$ cat src/rtl/bk_pkg.sv
// Shared types and helpers for the Brent-Kung adder sequencer.
package bk_pkg;
  localparam int DEF_WIDTH = 12;
  localparam int SCNT_W    = 4;

  typedef enum logic [1:0] {IDLE, SETTLE, HOLD} state_t;

  // Adder bus layout: bit 2i = A[i], bit 2i+1 = B[i].
  function automatic logic [2*DEF_WIDTH-1:0] interleave(input logic [DEF_WIDTH-1:0] a,
                                                         input logic [DEF_WIDTH-1:0] b);
    logic [2*DEF_WIDTH-1:0] r;
    r = '0;
    for (int i = 0; i < DEF_WIDTH; i++) begin
      r[2*i]   = a[i];
      r[2*i+1] = b[i];
    end
    return r;
  endfunction
endpackage

$ cat src/rtl/bk_pair_fifo.sv
// Two-entry operand-pair FIFO; full/empty come straight from flops.
module bk_pair_fifo #(
  parameter int W = 12
) (
  input  logic           clk,
  input  logic           rst,
  input  logic           i_push,
  input  logic [2*W-1:0] i_data,
  input  logic           i_pop,
  output logic [2*W-1:0] o_data,
  output logic           o_full,
  output logic           o_empty
);
  logic [2*W-1:0] r_mem [2];
  logic           r_wp, r_rp;
  logic [1:0]     r_cnt;
  logic           r_full, r_empty;
  logic [1:0]     w_cnt_nxt;

  always_comb begin
    w_cnt_nxt = r_cnt;
    case ({i_push, i_pop})
      2'b10:   w_cnt_nxt = r_cnt + 2'd1;
      2'b01:   w_cnt_nxt = r_cnt - 2'd1;
      default: w_cnt_nxt = r_cnt;
    endcase
  end

  always_ff @(posedge clk) begin
    if (rst) begin
      r_wp    <= 1'b0;
      r_rp    <= 1'b0;
      r_cnt   <= 2'd0;
      r_full  <= 1'b0;
      r_empty <= 1'b1;
    end else begin
      if (i_push) begin
        r_mem[r_wp] <= i_data;
        r_wp        <= ~r_wp;
      end
      if (i_pop) r_rp <= ~r_rp;
      r_cnt   <= w_cnt_nxt;
      r_full  <= (w_cnt_nxt == 2'd2);
      r_empty <= (w_cnt_nxt == 2'd0);
    end
  end

  assign o_data  = r_mem[r_rp];
  assign o_full  = r_full;
  assign o_empty = r_empty;
endmodule

$ cat src/rtl/bk_add_sequencer.sv
// Feeds a combinational Brent-Kung adder from a held operand register, waits
// SETTLE_CYCLES so the adder can be a multicycle path, then hands off the result.
module bk_add_sequencer
  import bk_pkg::*;
#(
  parameter int WIDTH         = DEF_WIDTH,
  parameter int SETTLE_CYCLES = 1,
  parameter int CNT_W         = 16
) (
  input  logic               clk,
  input  logic               rst,
  input  logic               in_valid,
  output logic               in_ready,
  input  logic [WIDTH-1:0]   in_a,
  input  logic [WIDTH-1:0]   in_b,
  output logic [2*WIDTH-1:0] add_inputs,
  input  logic [WIDTH:0]     add_outs,
  output logic               out_valid,
  input  logic               out_ready,
  output logic [WIDTH:0]     out_sum,
  output logic               busy,
  output logic [CNT_W-1:0]   op_count
);
  localparam logic [SCNT_W-1:0] SCNT_INIT = SCNT_W'(SETTLE_CYCLES);

  state_t             r_state, w_next;
  logic [SCNT_W-1:0]  r_cnt;
  logic [2*WIDTH-1:0] r_add_in;
  logic               r_out_valid;
  logic [WIDTH:0]     r_out_sum;
  logic [CNT_W-1:0]   r_op_count;

  logic               w_full, w_empty, w_push, w_pop, w_capture, w_handoff;
  logic [2*WIDTH-1:0] w_head, w_il;

  assign in_ready = !w_full && !rst;
  assign w_push   = in_valid && in_ready;

  bk_pair_fifo #(.W(WIDTH)) u_fifo (
    .clk     (clk),
    .rst     (rst),
    .i_push  (w_push),
    .i_data  ({in_a, in_b}),
    .i_pop   (w_pop),
    .o_data  (w_head),
    .o_full  (w_full),
    .o_empty (w_empty)
  );

  // Package helper is fixed at the default width; other widths use a bit loop.
  if (WIDTH == DEF_WIDTH) begin : g_pkg_il
    assign w_il = interleave(w_head[2*WIDTH-1:WIDTH], w_head[WIDTH-1:0]);
  end else begin : g_loop_il
    for (genvar i = 0; i < WIDTH; i++) begin : g_bit
      assign w_il[2*i]   = w_head[WIDTH+i];
      assign w_il[2*i+1] = w_head[i];
    end
  end

  always_comb begin
    w_next    = r_state;
    w_pop     = 1'b0;
    w_capture = 1'b0;
    w_handoff = 1'b0;
    case (r_state)
      IDLE: begin
        if (!w_empty) begin
          w_pop  = 1'b1;
          w_next = SETTLE;
        end
      end
      SETTLE: begin
        if (r_cnt == SCNT_W'(1)) begin
          w_capture = 1'b1;
          w_next    = HOLD;
        end
      end
      HOLD: begin
        if (r_out_valid && out_ready) begin
          w_handoff = 1'b1;
          if (!w_empty) begin
            w_pop  = 1'b1;
            w_next = SETTLE;
          end else begin
            w_next = IDLE;
          end
        end
      end
      default: w_next = IDLE;
    endcase
  end

  always_ff @(posedge clk) begin
    if (rst) begin
      r_state     <= IDLE;
      r_cnt       <= '0;
      r_add_in    <= '0;
      r_out_valid <= 1'b0;
      r_out_sum   <= '0;
      r_op_count  <= '0;
    end else begin
      r_state <= w_next;
      if (w_pop) begin
        r_add_in <= w_il;
        r_cnt    <= SCNT_INIT;
      end else if (r_state == SETTLE) begin
        r_cnt <= r_cnt - SCNT_W'(1);
      end
      if (w_capture) begin
        r_out_sum   <= add_outs;
        r_out_valid <= 1'b1;
      end
      if (w_handoff) begin
        r_out_valid <= 1'b0;
        r_op_count  <= r_op_count + CNT_W'(1);
      end
    end
  end

  assign add_inputs = r_add_in;
  assign out_valid  = r_out_valid;
  assign out_sum    = r_out_sum;
  assign op_count   = r_op_count;
  assign busy       = (r_state != IDLE) || !w_empty;
endmodule

$ cat config.mk
export PLATFORM = sky130hd
export DESIGN_NAME = bk_add_sequencer
export DESIGN_NICKNAME = d
export VERILOG_FILES = /design/src/rtl/bk_pkg.sv /design/src/rtl/bk_pair_fifo.sv /design/src/rtl/bk_add_sequencer.sv
export SDC_FILE = /design/constraint.sdc
export NUM_CORES = 1
export LEC_CHECK = 0
export BUFFER_PORTS_ARGS = -buffer_cell sky130_fd_sc_hd__buf_2
export CORE_MARGIN = 2
export CORE_UTILIZATION = 48
export DETAILED_ROUTE_END_ITERATION = 16
export GPL_ROUTABILITY_DRIVEN = 1
export HOLD_SLACK_MARGIN = 0.1
export PLACE_DENSITY = 0.84
export RECOVER_POWER = 25
export SLEW_MARGIN = 30
export SYNTH_ARGS = -nofsm -noshare
export SYNTH_HDL_FRONTEND = slang
export SYNTH_SLANG_ARGS = --single-unit
$ cat constraint.sdc
create_clock -name clk -period 2.7 [get_ports clk]
set_input_delay 0.81 -clock clk [delete_from_list [all_inputs] [get_ports clk]]
set_output_delay 0.81 -clock clk [all_outputs]
set_load 0.01 [all_outputs]
# == Word-level counts from Yosys, hierarchy flattened ==
# Memory sizes are Yosys's and may differ from the RTL's. A register that Yosys moved wholly into a read port is not among the register bits.
# Index checks and enable logic that the tools add are counted.
# totals
ff_bits,42
memories,1
mem_bits_rw,48
out_inout_bits,56
# memory_table
memory,depth,word_bits,read_ports,rd_ports_with_merged_regs,write_ports,line_no,source
u_fifo.r_mem,2,24,1,1,1,bk_pair_fifo.sv:14,logic [2*W-1:0] r_mem [2];
# classes
n_reduce_logical,14
bitwise,2
n_eq_ne,9
mux,18
addsub,4
# ops
op,count
adder 16 x 1 -> 16 bit (second input constant),1
2-to-1 mux 1 bit,12
equality test 2 bit (second input constant),3
2-to-1 mux 2 bit,3
inequality test 2 bit (second input constant),3
one-hot mux 2 bit (3 select lines),1
equality test 2 x 1 -> 1 bit (second input constant),2
equality test 4 x 1 -> 1 bit (second input constant),1
logical NOT 2 bit,2
one-hot mux 2 bit (2 select lines),1
nonzero test 2 bit,2
OR reduction 2 bit,2
subtractor 4 x 1 -> 4 bit (second input constant),1
logical AND 1 bit,3
logical NOT 1 bit,3
AND reduction 3 bit,1
adder 2 x 1 -> 2 bit (second input constant),1
inverter 1 bit,2
one-hot mux 1 bit (2 select lines),1
subtractor 2 x 1 -> 2 bit (second input constant),1
logical OR 1 bit,1

# == Logic depth before layout (Yosys ltp) ==
# Gate-level depths: netlist of run 1.
# depth
ltp_word,6
mapped_depth,8
ltp_nobuf,7

# == By module ==
# From an unflattened synthesis of run 1, not the netlist that was laid out.
# hier_totals
cells_unflattened,378
hier_area_um2,4356.7
# by_module_without_submodules
mod,instances,seq_area_each_um2,cells_per_inst,area_per_inst_um2
bk_add_sequencer,1,1201.2,272,2341.0
bk_pair_fifo,1,1581.5,106,2015.7

# == Worst setup path before layout of run 1 ==
# No wires, ideal clock.
# synth_path
path_type,input to register
startpoint,in rst
endpoint,"mem u_fifo.r_mem[0][0] in the netlist's numbering, enable pin"
setup_slack_ns,0.076
required_time_ns,2.295
path_buffers,0
arrival_ns,2.219
path_stages,3
path_cell_list,nor2_1 > nand2_1 > nor2_1
# synth_between
elab_chain_len,6
# synth_lines
item,line_no,source
"start, declared",bk_add_sequencer.sv:11,"input logic rst,"
logical NOT 1 bit,bk_add_sequencer.sv:36,assign in_ready = !w_full && !rst;
logical AND 1 bit,bk_add_sequencer.sv:36,
logical AND 1 bit,bk_add_sequencer.sv:37,assign w_push = in_valid && in_ready;
2-to-1 mux 1 bit,bk_pair_fifo.sv:37,if (i_push) begin
2-to-1 mux 1 bit *,bk_pair_fifo.sv:30,if (rst) begin
2-to-1 mux 1 bit (implied by the code) *,bk_pair_fifo.sv:38,r_mem[r_wp] <= i_data;
"end, declared",bk_pair_fifo.sv:14,
# Every way passes the cells marked *; elsewhere a longest branch is shown, timed or not.

# == Final worst setup path of run 1 ==
# layout_path
startpoint,reg r_state[1]
endpoint,"reg u_fifo.r_full, in the netlist u_fifo.o_full"
# layout_between
elab_chain_len,5
elab_cells_between_ends,7
cone_classes,eq/ne: 4; mux: 2; reduce/logical: 1
# layout_lines
item,line_no,source
"start, declared",bk_add_sequencer.sv:26,"state_t r_state, w_next;"
"start signal, assigned",bk_add_sequencer.sv:102,r_state <= w_next;
equality test 2 bit or logical NOT 2 bit (tied branches),bk_add_sequencer.sv:65,case (r_state)
one-hot mux 1 bit (2 select lines) *,bk_add_sequencer.sv:65,
equality test 2 x 1 -> 1 bit or equality test 2 bit (tied branches),bk_pair_fifo.sv:22,"case ({i_push, i_pop})"
one-hot mux 2 bit (2 select lines) *,bk_pair_fifo.sv:22,
equality test 2 bit *,bk_pair_fifo.sv:43,r_full <= (w_cnt_nxt == 2'd2);
"end signal, assigned",bk_pair_fifo.sv:43,
"end, declared",bk_pair_fifo.sv:17,"logic r_full, r_empty;"
# Marked as above.
# A chain may end at the register's enable or synchronous reset.

==> results.sh, run 1 <==
export IMPL_numnets_final=492
export IMPL_timing_critical_path_from_type="flop"
export IMPL_slowest_stage="dfxtp_1"
export IMPL_clk_transition_reported_paths_ps=60
export IMPL_groute_usage_overall_pct=18.09
export IMPL_timing_worst_slew_pin_value_ps=1421
export IMPL_drt_first_iter_violations=108
export IMPL_cts_inserted_buffers=17
export IMPL_port_buffers=96
export IMPL_drt_antenna_violating_nets=0
export IMPL_reg2reg_setup_slack_ps=590
export IMPL_cts_setup_buffers=0
export IMPL_area_delta_synth_final_pct=28.38
export IMPL_initial_core_util_pct=48.91
export IMPL_register_area_sq_um=2763
export IMPL_worst_path_stages=6
export IMPL_timing_final_crit_share_pct=78.18
export IMPL_synth_seq_area_share_pct=65.40
export IMPL_share_of_cells_above_drive_strength_1_pct=28.48
export IMPL_cap_viol_max_count=0
export IMPL_yosys_warnings=0
export IMPL_worstPathRequired_ps=3130
export IMPL_critical_path_max_stage_delay_ps=430
export IMPL_detail_route_drc_violations=0
export IMPL_post_synth_inst_count=346
export IMPL_power_leakage_nw=2.254
export IMPL_final_common_cell="buf_2"
export IMPL_count_of_distinct_cell_types_in_the_synthesized_netlist=35
export IMPL_num_io_pins=97
export IMPL_timing_final_ws_setup_ps=589.0
export IMPL_synth_seq_cells=114
export IMPL_post_synth_cell_area_avg_sq_um=12.21
export IMPL_worst_path_dominant_cell_family="compound AO/OA/AOI/OAI gates"
export IMPL_netlist_area_sq_um=4224
export IMPL_floorplan_die_height_um=97.81
export IMPL_crit_path_cell_trace="a21boi_0 > nor3_4 > ha_1 > or3_1 > a21oi_1 > and2_1"
export IMPL_utilization_pct=62.79
export IMPL_fin_skew_ps=5.714
export IMPL_clock_tree_from_tritoncts="done"
export IMPL_insertedDiodeCount=0
export IMPL_cts_repair_resize_count=0
export IMPL_slew_headroom_pct=5.246
export IMPL_dieWidth_um=97.81
export IMPL_grt_overflow_total=0
export IMPL_placed_cells_incl_taps=536
export IMPL_critical_path_endpoint_type="flop"
export IMPL_worst_flop_to_flop_path_endpoint="u_fifo.o_full"
export IMPL_drt_total_wl_mm=8.365
export IMPL_timing_hold_violations_final=0
export IMPL_timing_hold_worst_start="out_sum[2]"
export IMPL_worstPathArrival_ps=2550
export IMPL_grt_first_pass_wirelength_mm=13.82
export IMPL_htreeDepth=4
export IMPL_irDropWorstVdd_mv=0.6020
export IMPL_grt_max_degree=67
export IMPL_min_to="out_sum[2]"
export IMPL_clk_root_buffer_cell="clkbuf_8"
export IMPL_crit_reg2reg_launch="r_state[1]"
export IMPL_cts_hold_fix_buffers=0
export IMPL_finalWorstPathRequiredPeriod_ps=2111
export IMPL_route_detailed_wl_per_inst_um=14.73
export IMPL_total_power_mw=5.749
export IMPL_min_path_type="reg2reg"
export IMPL_crit_start="r_state[1]"
export IMPL_final_fill_count=700
export IMPL_syn_nets=391
export IMPL_clock_latency_ps=500
export IMPL_timing_hold_worst_path_depth=2
export IMPL_timing_setup_tns_ps=0
export IMPL_power_density_nw_per_um2=1060
export IMPL_whs_ps=492.0
export IMPL_critical_path_n_buffers_inverters=0
export IMPL_setup_violations_final=0
export IMPL_full_die_area_sq_um=9567
export IMPL_fmax_mhz=473.7
export IMPL_dpl_cell_area_sq_um=4816
export IMPL_gp_congestion=0.8266
export IMPL_multi_input_comb_area_sq_um=1366
export IMPL_drv_slew=0
export IMPL_stdcell_count=568
export IMPL_setup_repair_after_global_routing_missed_its_margin="no"
export IMPL_drt_pre_antenna_iters=4
export IMPL_r2r_worst_path_cells=6
export IMPL_cp_max_fo=5
export IMPL_hpwlAfterDp_mm=5.203
export IMPL_tritoncts_num_sinks=114
export IMPL_core_rowCount=34
export IMPL_ctsLongestPathBuffers=2
export IMPL_route_detailed_vias_per_inst=5.188
export IMPL_detailedPlace_worstSlack_ps=144.4
export IMPL_grt_antenna_before_repair=0
export IMPL_layout_common_cells="buf_2 (86), dfxtp_1 (66), nor2_1 (60), edfxtp_1 (48), mux2i_1 (37)"
export IMPL_first_global_vias=2976
export IMPL_status="finished clean"
export IMPL_timing_worst_setup_path_type="reg2reg"
export IMPL_num_vias=2947
export IMPL_coreArea_sq_um=8636
export IMPL_layout_cell_area_non_filler_sq_um=5423
## worst max path at each step
stage	end	slack [ps]
final	u_fifo.o_full	590
after global routing	u_fifo.o_full	440
after CTS	u_fifo.o_full	610
after detailed placement	u_fifo.o_full	140
after global placement	u_fifo.o_full	230
after floorplan	u_fifo.r_mem[0][0]	80
## state kept, by name (all words and copies together) (netlist names)
signal          count
u_fifo.r_mem       48
op_count           16
u_fifo.r_rp         1
u_fifo.o_full       1
u_fifo.o_empty      1
u_fifo.r_cnt        2
r_state             2
out_valid           1
out_sum            13
r_cnt               4
u_fifo.r_wp         1
add_inputs         24
## Yosys cell counts, drive strengths merged
library cell	instances	area (sq um)
clkbuf	16	60.06
nor3	7	40.04
o31ai	1	7.510
nand2b	1	6.260
edfxtp	48	1441
mux2i	37	370.4
mux2	2	22.52
nor2	61	229.0
xor2	7	61.31
nand3	5	25.02
or4	1	7.510
a2111oi	1	8.760
nor4	4	25.02
and4b	1	10.01
or3	6	38.79
and2	1	6.260
a21oi	8	40.04
nor2b	2	12.51
xnor2	9	78.83
nand2	11	41.29
or2	1	6.260
nand4	3	25.02
inv	7	26.28
a21boi	1	7.510
o21ai	4	20.02
dfxtp	66	1321
a211oi	25	187.7
buf	4	17.52
nand4b	1	23.77
ha	4	50.05
and3	1	6.260
## report_power, final
part | internal (mW) | switching [mW] | leakage (nW) | total (mW)
logic | 0.505 | 0.672 | 0.982 | 1.18
clock network | 1.51 | 0.803 | 0.293 | 2.31
registers | 2.08 | 0.175 | 0.979 | 2.26
## per-layer routing
layer / wire length, um / vias to the layer above / share of wire [%] / GRT usage (%)
met2: 4199 / 93 / 50 / 30.61
met5: 0 / - / 0 / 0
met1: 3611 / 1406 / 43 / 21.97
met4: 77 / 0 / 0.92 / 6.303
met3: 476 / 9 / 5.7 / 5.727
li1: - / 1439 / - / -
## final cells by class
cell class	instances	share of cell area (%)
clock buffer	17	7.637
clock inverter	15	3.830
inverter	7	0.4845
multi-input combinational	205	25.20
sequential	114	50.95
tap	108	2.492
timing repair buffer	102	9.414
## worst reg2reg max path, cell delays in order (launching register included)
cell      delay [ps]
dfxtp_1          430
a21boi_0         430
nor3_4            60
ha_1             340
or3_1            380
a21oi_1          230
and2_1           180
## logic make-up after synthesis
group | share of synthesized area [%]
AND/OR/NAND/NOR | 11.91
multiplexers | 9.301
XOR/XNOR | 3.318
adder cells (fa/ha/maj) | 1.185
buffers and inverters | 2.459
AO/OA/AOI/OAI | 6.428
flip-flops | 65.40
Power figures use the tool's default switching activity.
==> inputs of run 2 (changes only) <==
- clock period: 2.7 -> 1.9 ns (I/O delays scaled with it)
==> run 2 against run 1 <==
Clock power up 25%. Routed wire length barely moved. Non-clock buffer count grew 14. Clock skew is 0.53 ps lower. Power is 37% higher. Worst setup slack got worse by 510 ps. Register-to-register slack got worse by 470 ps. Count of clock-buffer cells in the layout grew 4. Critical path type is now reg2out.
==> results.sh, run 2 (synthesis results as in run 1) <==
export IMPL_r2r_worst_path_cells=6
export IMPL_clk_transition_reported_paths_ps=50
export IMPL_irDropWorstVdd_mv=0.7557
export IMPL_pwr_share_seq_pct=40.6
export IMPL_setup_repair_after_global_routing_missed_its_margin="no"
export IMPL_cts_inserted_buffers=17
export IMPL_drt_first_iter_violations=79
export IMPL_num_vias=2949
export IMPL_core_rowCount=34
export IMPL_crit_reg2reg_launch="out_valid"
export IMPL_power_net_switching_mw=2.273
export IMPL_timing_worst_slew_pin_value_ps=709.4
export IMPL_timing_worst_setup_path_type="reg2out"
export IMPL_power_density_nw_per_um2=1431
export IMPL_clk_root_buffer_cell="clkbuf_8"
export IMPL_dpl_cell_area_sq_um=4979
export IMPL_full_die_area_sq_um=9567
export IMPL_min_path_type="in2reg"
export IMPL_timing_final_crit_share_pct=95.96
export IMPL_grt_overflow_total=0
export IMPL_port_buffers=96
export IMPL_insertedDiodeCount=0
export IMPL_worst_path_dominant_cell_family="buffers and inverters"
export IMPL_cp_max_fo=2
export IMPL_dieWidth_um=97.81
export IMPL_cap_viol_max_count=0
export IMPL_grt_max_degree=67
export IMPL_layout_common_cells="buf_2 (88), dfxtp_1 (66), nor2_1 (60), edfxtp_1 (48), mux2i_1 (37)"
export IMPL_detailroute_wirelength_met3_um=468
export IMPL_htreeDepth=4
export IMPL_route_detailed_vias_per_inst=5.067
export IMPL_finalWorstPathRequiredPeriod_ps=1823
export IMPL_timing_hold_worst_start="in_a[2]"
export IMPL_hpwlAfterDp_mm=5.440
export IMPL_drt_antenna_violating_nets=0
export IMPL_timing_setup_tns_ps=0
export IMPL_largest_register_ffs=48
export IMPL_power_share_clock_pct=36.6
export IMPL_fin_skew_ps=5.181
export IMPL_final_common_cell="buf_2"
export IMPL_critical_path_endpoint_type="output port"
export IMPL_sw_frac_of_total_pct=28.91
export IMPL_layout_cell_area_non_filler_sq_um=5495
export IMPL_min_to="u_fifo.r_mem[1][14]"
export IMPL_floorplan_die_height_um=97.81
export IMPL_drt_total_wl_mm=8.373
export IMPL_cts_hold_fix_buffers=0
export IMPL_coreArea_sq_um=8636
export IMPL_power_combinational_fraction_pct=22.8
export IMPL_numnets_final=506
export IMPL_first_global_vias=3135
export IMPL_critical_path_n_buffers_inverters=2
export IMPL_top_register="u_fifo.r_mem"
export IMPL_drt_pre_antenna_iters=4
export IMPL_worstPathArrival_ps=1250
export IMPL_num_io_pins=97
export IMPL_drv_slew=0
export IMPL_internal_power_mw=5.589
export IMPL_clock_tree_from_tritoncts="done"
export IMPL_tritoncts_num_sinks=114
export IMPL_gp_congestion=0.7793
export IMPL_ctsLongestPathBuffers=2
export IMPL_clock_latency_ps=490
export IMPL_setup_violations_final=0
export IMPL_worstPathRequired_ps=1330
export IMPL_highest_layer="met4"
export IMPL_area_delta_synth_final_pct=30.09
export IMPL_worst_flop_to_flop_path_endpoint="u_fifo.o_full"
export IMPL_status="finished clean"
export IMPL_crit_path_cell_trace="nor2_1 > clkbuf_4 > buf_2"
export IMPL_met2RoutedLength_mm=4.216
export IMPL_grt_first_pass_wirelength_mm=14.10
export IMPL_slew_headroom_pct=52.71
export IMPL_critical_path_max_stage_delay_ps=300
export IMPL_timing_hold_worst_path_depth=1
export IMPL_groute_usage_overall_pct=18.43
export IMPL_slowest_stage="dfxtp_1"
export IMPL_grt_antenna_before_repair=0
export IMPL_power_leakage_nw=2.291
export IMPL_timing_hold_violations_final=0
export IMPL_drt_met1_wl_mm=3.629
export IMPL_share_of_cells_above_drive_strength_1_pct=30.59
export IMPL_fmax_mhz=548.5
export IMPL_route_detailed_wl_per_inst_um=14.39
export IMPL_detail_route_drc_violations=0
export IMPL_initial_core_util_pct=48.91
export IMPL_timing_critical_path_from_type="flop"
export IMPL_reg2reg_setup_slack_ps=120
==> run 2: worst reg2reg max path: cells and delay by family, from the launching register on <==
kind                     cells  cell delay [ps]
AND/OR/NAND/NOR              3              730
AO/OA/AOI/OAI                2              270
adder cells (fa/ha/maj)      1              240
flip-flops                   1              490
==> run 2: worst max-delay path by stage <==
stage / depth (start not counted) / endpoint / startpoint / slack, ps
2_1_floorplan: 7 / u_fifo.o_full / out_ready / -110
3_3_place_gp: 7 / u_fifo.o_full / rst / -50
3_5_place_dp: 6 / add_inputs[2] / out_ready / -120
4_1_cts: 3 / busy / r_state[1] / 70
5_1_grt: 6 / u_fifo.o_full / out_valid / 6
6_report: 3 / in_ready / u_fifo.o_full / 80
==> run 2: timing repair <==
item / 4_1_cts / 5_1_grt
buffers inserted: 0 / 0
resized for setup: 0 / 2
setup endpoints to repair: 0 / 5
endpoints found under the hold margin: 0 / 0
==> run 2: area by class of cell <==
| type | instances | area, sq um |
|---|---|---|
| inverter | 7 | 26.28 |
| sequential | 114 | 2763 |
| tap | 108 | 135.1 |
| clock inverter | 11 | 113.9 |
| multi-input combinational | 205 | 1404 |
| fill | 683 | 3141 |
| timing repair buffer | 116 | 624.3 |
| clock buffer | 21 | 429.2 |
==> run 2: stage by stage <==
step / std cells / hold slack (ps) / setup WS [ps] / util (%) / total power, mW
floorplan: 346 / 489.6 / -114.3 / - / 4.437
global placement: 550 / 468.9 / -48.07 / 57.65 / 4.924
detailed placement: 550 / 490.5 / -116.2 / 57.65 / 5.037
CTS: 582 / 242.3 / 67.62 / 63.94 / 7.954
global route: 582 / 243.4 / 5.596 / 63.63 / 8.278
finish: 582 / 262.4 / 76.73 / 63.63 / 7.862
==> run 2: layer usage <==
layer  vias up  track usage [%]
met2        91            32.84
met4         0            6.944
met3         5            5.297
li1       1463                -
met1      1390            21.05
met5         -                0
==> run 2: power groups by stage <==
stage	clock network (mW)	registers, mW	logic (mW)
after detailed placement	0	3.22	1.82
final	2.88	3.19	1.79
after CTS	2.94	3.19	1.83
after floorplan	0	3.30	1.14
after global routing	3.05	3.24	1.99
after global placement	0	3.21	1.71
==> inputs of run 3 (changes only) <==
- ABC_AREA: default -> 1
==> run 3 against run 2 <==
Area after synthesis increased by 1.1%. Clock skew increased by 2.2 ps. Final cell count increased by 14%. Power increased by 1.1%. First-iteration DRC count increased by 23%. Flip-flop and latch count unchanged. Count of clock-buffer cells in the layout decreased by 2. Worst setup slack improved by 110 ps. Critical endpoint is now busy. Largest power group is now the clock network.
==> results.sh, run 3 <==
export IMPL_worstPathArrival_ps=1150
export IMPL_post_synth_inst_count=435
export IMPL_drv_slew=0
export IMPL_slowest_stage="dfxtp_1"
export IMPL_timing_critical_path_from_type="flop"
export IMPL_critical_path_endpoint_type="output port"
export IMPL_power_leakage_nw=2.397
export IMPL_route_detailed_vias_per_inst=5.056
export IMPL_initial_core_util_pct=49.19
export IMPL_power_share_clock_pct=40.2
export IMPL_detail_route_drc_violations=0
export IMPL_power_combinational_fraction_pct=19.8
export IMPL_cts_repair_resize_count=0
export IMPL_timing_setup_tns_ps=0
export IMPL_largest_register_ffs=48
export IMPL_power_density_nw_per_um2=1437
export IMPL_placed_cells_incl_taps=632
export IMPL_synth_seq_cells=114
export IMPL_grt_antenna_before_repair=0
export IMPL_layout_common_cells="buf_2 (90), nand2_1 (82), dfxtp_1 (66), nor2_1 (54), edfxtp_1 (48)"
export IMPL_timing_hold_violations_final=0
export IMPL_irDropWorstVdd_mv=0.7768
export IMPL_pwr_share_seq_pct=40.0
export IMPL_post_synth_cell_area_avg_sq_um=9.814
export IMPL_timing_hold_worst_path_depth=1
export IMPL_synth_top_cells_by_area="edfxtp_1 (34%), dfxtp_1 (31%), nand2_1 (7.5%), o21ai_0 (5.4%), nor2_1 (4.8%)"
export IMPL_core_rowCount=34
export IMPL_worst_flop_to_flop_path_endpoint="out_valid"
export IMPL_route_detailed_wl_per_inst_um=13.12
export IMPL_timing_worst_slew_pin_value_ps=612.5
export IMPL_htreeDepth=4
export IMPL_reg2reg_setup_slack_ps=280
export IMPL_drt_antenna_violating_nets=0
export IMPL_timing_hold_worst_start="in_b[7]"
export IMPL_synth_top_cell_area_share_pct=33.76
export IMPL_internal_power_mw=5.618
export IMPL_sw_frac_of_total_pct=29.33
export IMPL_grt_first_pass_wirelength_mm=14.63
export IMPL_drt_first_iter_violations=97
export IMPL_cap_viol_max_count=0
export IMPL_drt_pre_antenna_iters=4
export IMPL_gp_congestion=0.8389
export IMPL_floorplan_die_height_um=98.31
export IMPL_crit_path_cell_trace="nor2_1 > nand2_1 > buf_2"
export IMPL_clock_latency_ps=500
export IMPL_num_io_pins=97
export IMPL_postSynth_asyncResetShare_pct=0
export IMPL_edff_count_synth=48
export IMPL_grt_overflow_total=0
export IMPL_cts_hold_fix_buffers=0
export IMPL_full_die_area_sq_um=9664
export IMPL_critical_path_max_stage_delay_ps=400
export IMPL_insertedDiodeCount=0
export IMPL_coreArea_sq_um=8678
export IMPL_netlist_area_sq_um=4269
export IMPL_port_buffers=96
export IMPL_count_of_distinct_cell_types_in_the_synthesized_netlist=27
export IMPL_final_fill_count=679
export IMPL_setup_violations_final=0
export IMPL_stdcell_count=664
export IMPL_synth_main_ff_cell="dfxtp_1"
export IMPL_min_path_type="in2reg"
export IMPL_multi_input_comb_area_sq_um=1314
export IMPL_setup_repair_after_global_routing_missed_its_margin="no"
export IMPL_timing_final_crit_share_pct=90.39
export IMPL_top_register="u_fifo.r_mem"
export IMPL_grt_max_degree=50
export IMPL_yosys_warnings=0
export IMPL_fin_skew_ps=7.385
export IMPL_worstPathRequired_ps=1330
export IMPL_cp_max_fo=5
export IMPL_hpwlAfterDp_mm=5.772
export IMPL_syn_nets=480
export IMPL_clk_transition_reported_paths_ps=60
export IMPL_area_delta_synth_final_pct=29.54
export IMPL_status="finished clean"
export IMPL_crit_reg2reg_launch="r_state[0]"
export IMPL_final_common_cell="buf_2"
export IMPL_timing_worst_setup_path_type="reg2out"
export IMPL_first_global_vias=3324
export IMPL_post_synth_top_area_cell="edfxtp_1"
export IMPL_groute_usage_overall_pct=19.12
export IMPL_synth_seq_area_share_pct=64.71
export IMPL_share_of_cells_above_drive_strength_1_pct=25.90
export IMPL_drt_total_wl_mm=8.710
export IMPL_slew_headroom_pct=58.85
export IMPL_r2r_worst_path_cells=6
export IMPL_dieWidth_um=98.31
export IMPL_fmax_mhz=582.3
export IMPL_min_to="u_fifo.r_mem[1][7]"
export IMPL_num_vias=3357
export IMPL_register_area_sq_um=2763
export IMPL_power_net_switching_mw=2.331
export IMPL_numnets_final=588
export IMPL_finalWorstPathRequiredPeriod_ps=1717
export IMPL_cts_setup_buffers=0
export IMPL_tritoncts_num_sinks=114
export IMPL_clk_root_buffer_cell="clkbuf_8"
export IMPL_clock_tree_from_tritoncts="done"
export IMPL_post_synth_top_count_cell="nand2_1"
export IMPL_cts_inserted_buffers=17
export IMPL_ctsLongestPathBuffers=2
export IMPL_synth_commonest_cells="nand2_1 (85), dfxtp_1 (66), nor2_1 (55)"
run 3: changes by cell type after synthesis, sizes merged, moves of 6 or more:
| cell | delta |
|---|---|
| nand2 | +75 |
| o21ai | +42 |
| mux2i | -37 |
| inv | +26 |
| a211oi | -25 |
| a31oi | +25 |
| nand3 | +9 |
| xnor2 | -9 |
| a21oi | +8 |
| or3 | -6 |
run 3: worst max path at each step:
stage                          start              to  slack (ps)  cells past startpoint
final                     r_state[1]            busy         180                      3
after global routing      r_state[1]            busy          70                      3
after CTS                 r_state[1]            busy         110                      3
after detailed placement   out_ready  u_fifo.o_empty          30                     11
after global placement     out_ready  u_fifo.o_empty         100                     11
after floorplan            out_ready  u_fifo.o_empty           7                     11
run 3: cell families (layout without fill, tap and decap cells):
| kind of cell | after synthesis | count (layout) | synth area share [%] |
|---|---|---|---|
| and+or+nand+nor | 172 | 172 | 17.23 |
| buffers and inverters | 53 | 174 | 4.982 |
| xor gates and xnor gates | 3 | 3 | 0.6156 |
| adders and majority gates | 4 | 4 | 1.172 |
| DFF | 114 | 114 | 64.71 |
| AOI/OAI and AO/OA | 89 | 89 | 11.28 |
run 3: power by group through the flow:
stage / Sequential, mW / Combinational [mW] / Clock, mW
CTS: 3.18 / 1.62 / 3.25
global route: 3.22 / 1.79 / 3.37
global placement: 3.21 / 1.53 / 0
finish: 3.18 / 1.58 / 3.19
floorplan: 3.31 / 0.922 / 0
detailed placement: 3.22 / 1.59 / 0
run 3: per-stage QoR:
stage                     setup slack, ps  utilization (%)  total power, mW  area, sq um  hold slack [ps]
after CTS                           106.4            64.03            8.044         5557            226.0
after global routing                68.78            63.73            8.384         5530            226.1
after floorplan                     7.255                -            4.230         4305            456.1
final                               182.6            63.73            7.950         5530            248.9
after detailed placement            25.89            57.06            4.816         4952            472.0
after global placement              103.8            57.06            4.740         4952            458.2
run 3: final cells by class:
type	count	area share [%]
repair buffers	108	10.57
inverters	34	2.353
multi-input cells	268	23.76
well taps	108	2.443
flip-flops and latches	114	49.95
clock buffers	19	7.805
clock inverters	13	3.122
run 3: worst max-delay path: cells and delay by family (launching register included):
kind	cells	cell delay, ps
AND/OR/NAND/NOR	2	120
flip-flops	1	400
buffers and inverters	1	130
run 3: layer usage:
| layer | track usage, % | up-vias | part of all wire [%] |
|---|---|---|---|
| met1 | 22.35 | 1529 | 43 |
| met4 | 6.639 | 0 | 1.4 |
| met5 | 0 | - | 0 |
| li1 | - | 1693 | - |
| met3 | 6.442 | 15 | 7.6 |
| met2 | 32.97 | 120 | 48 |
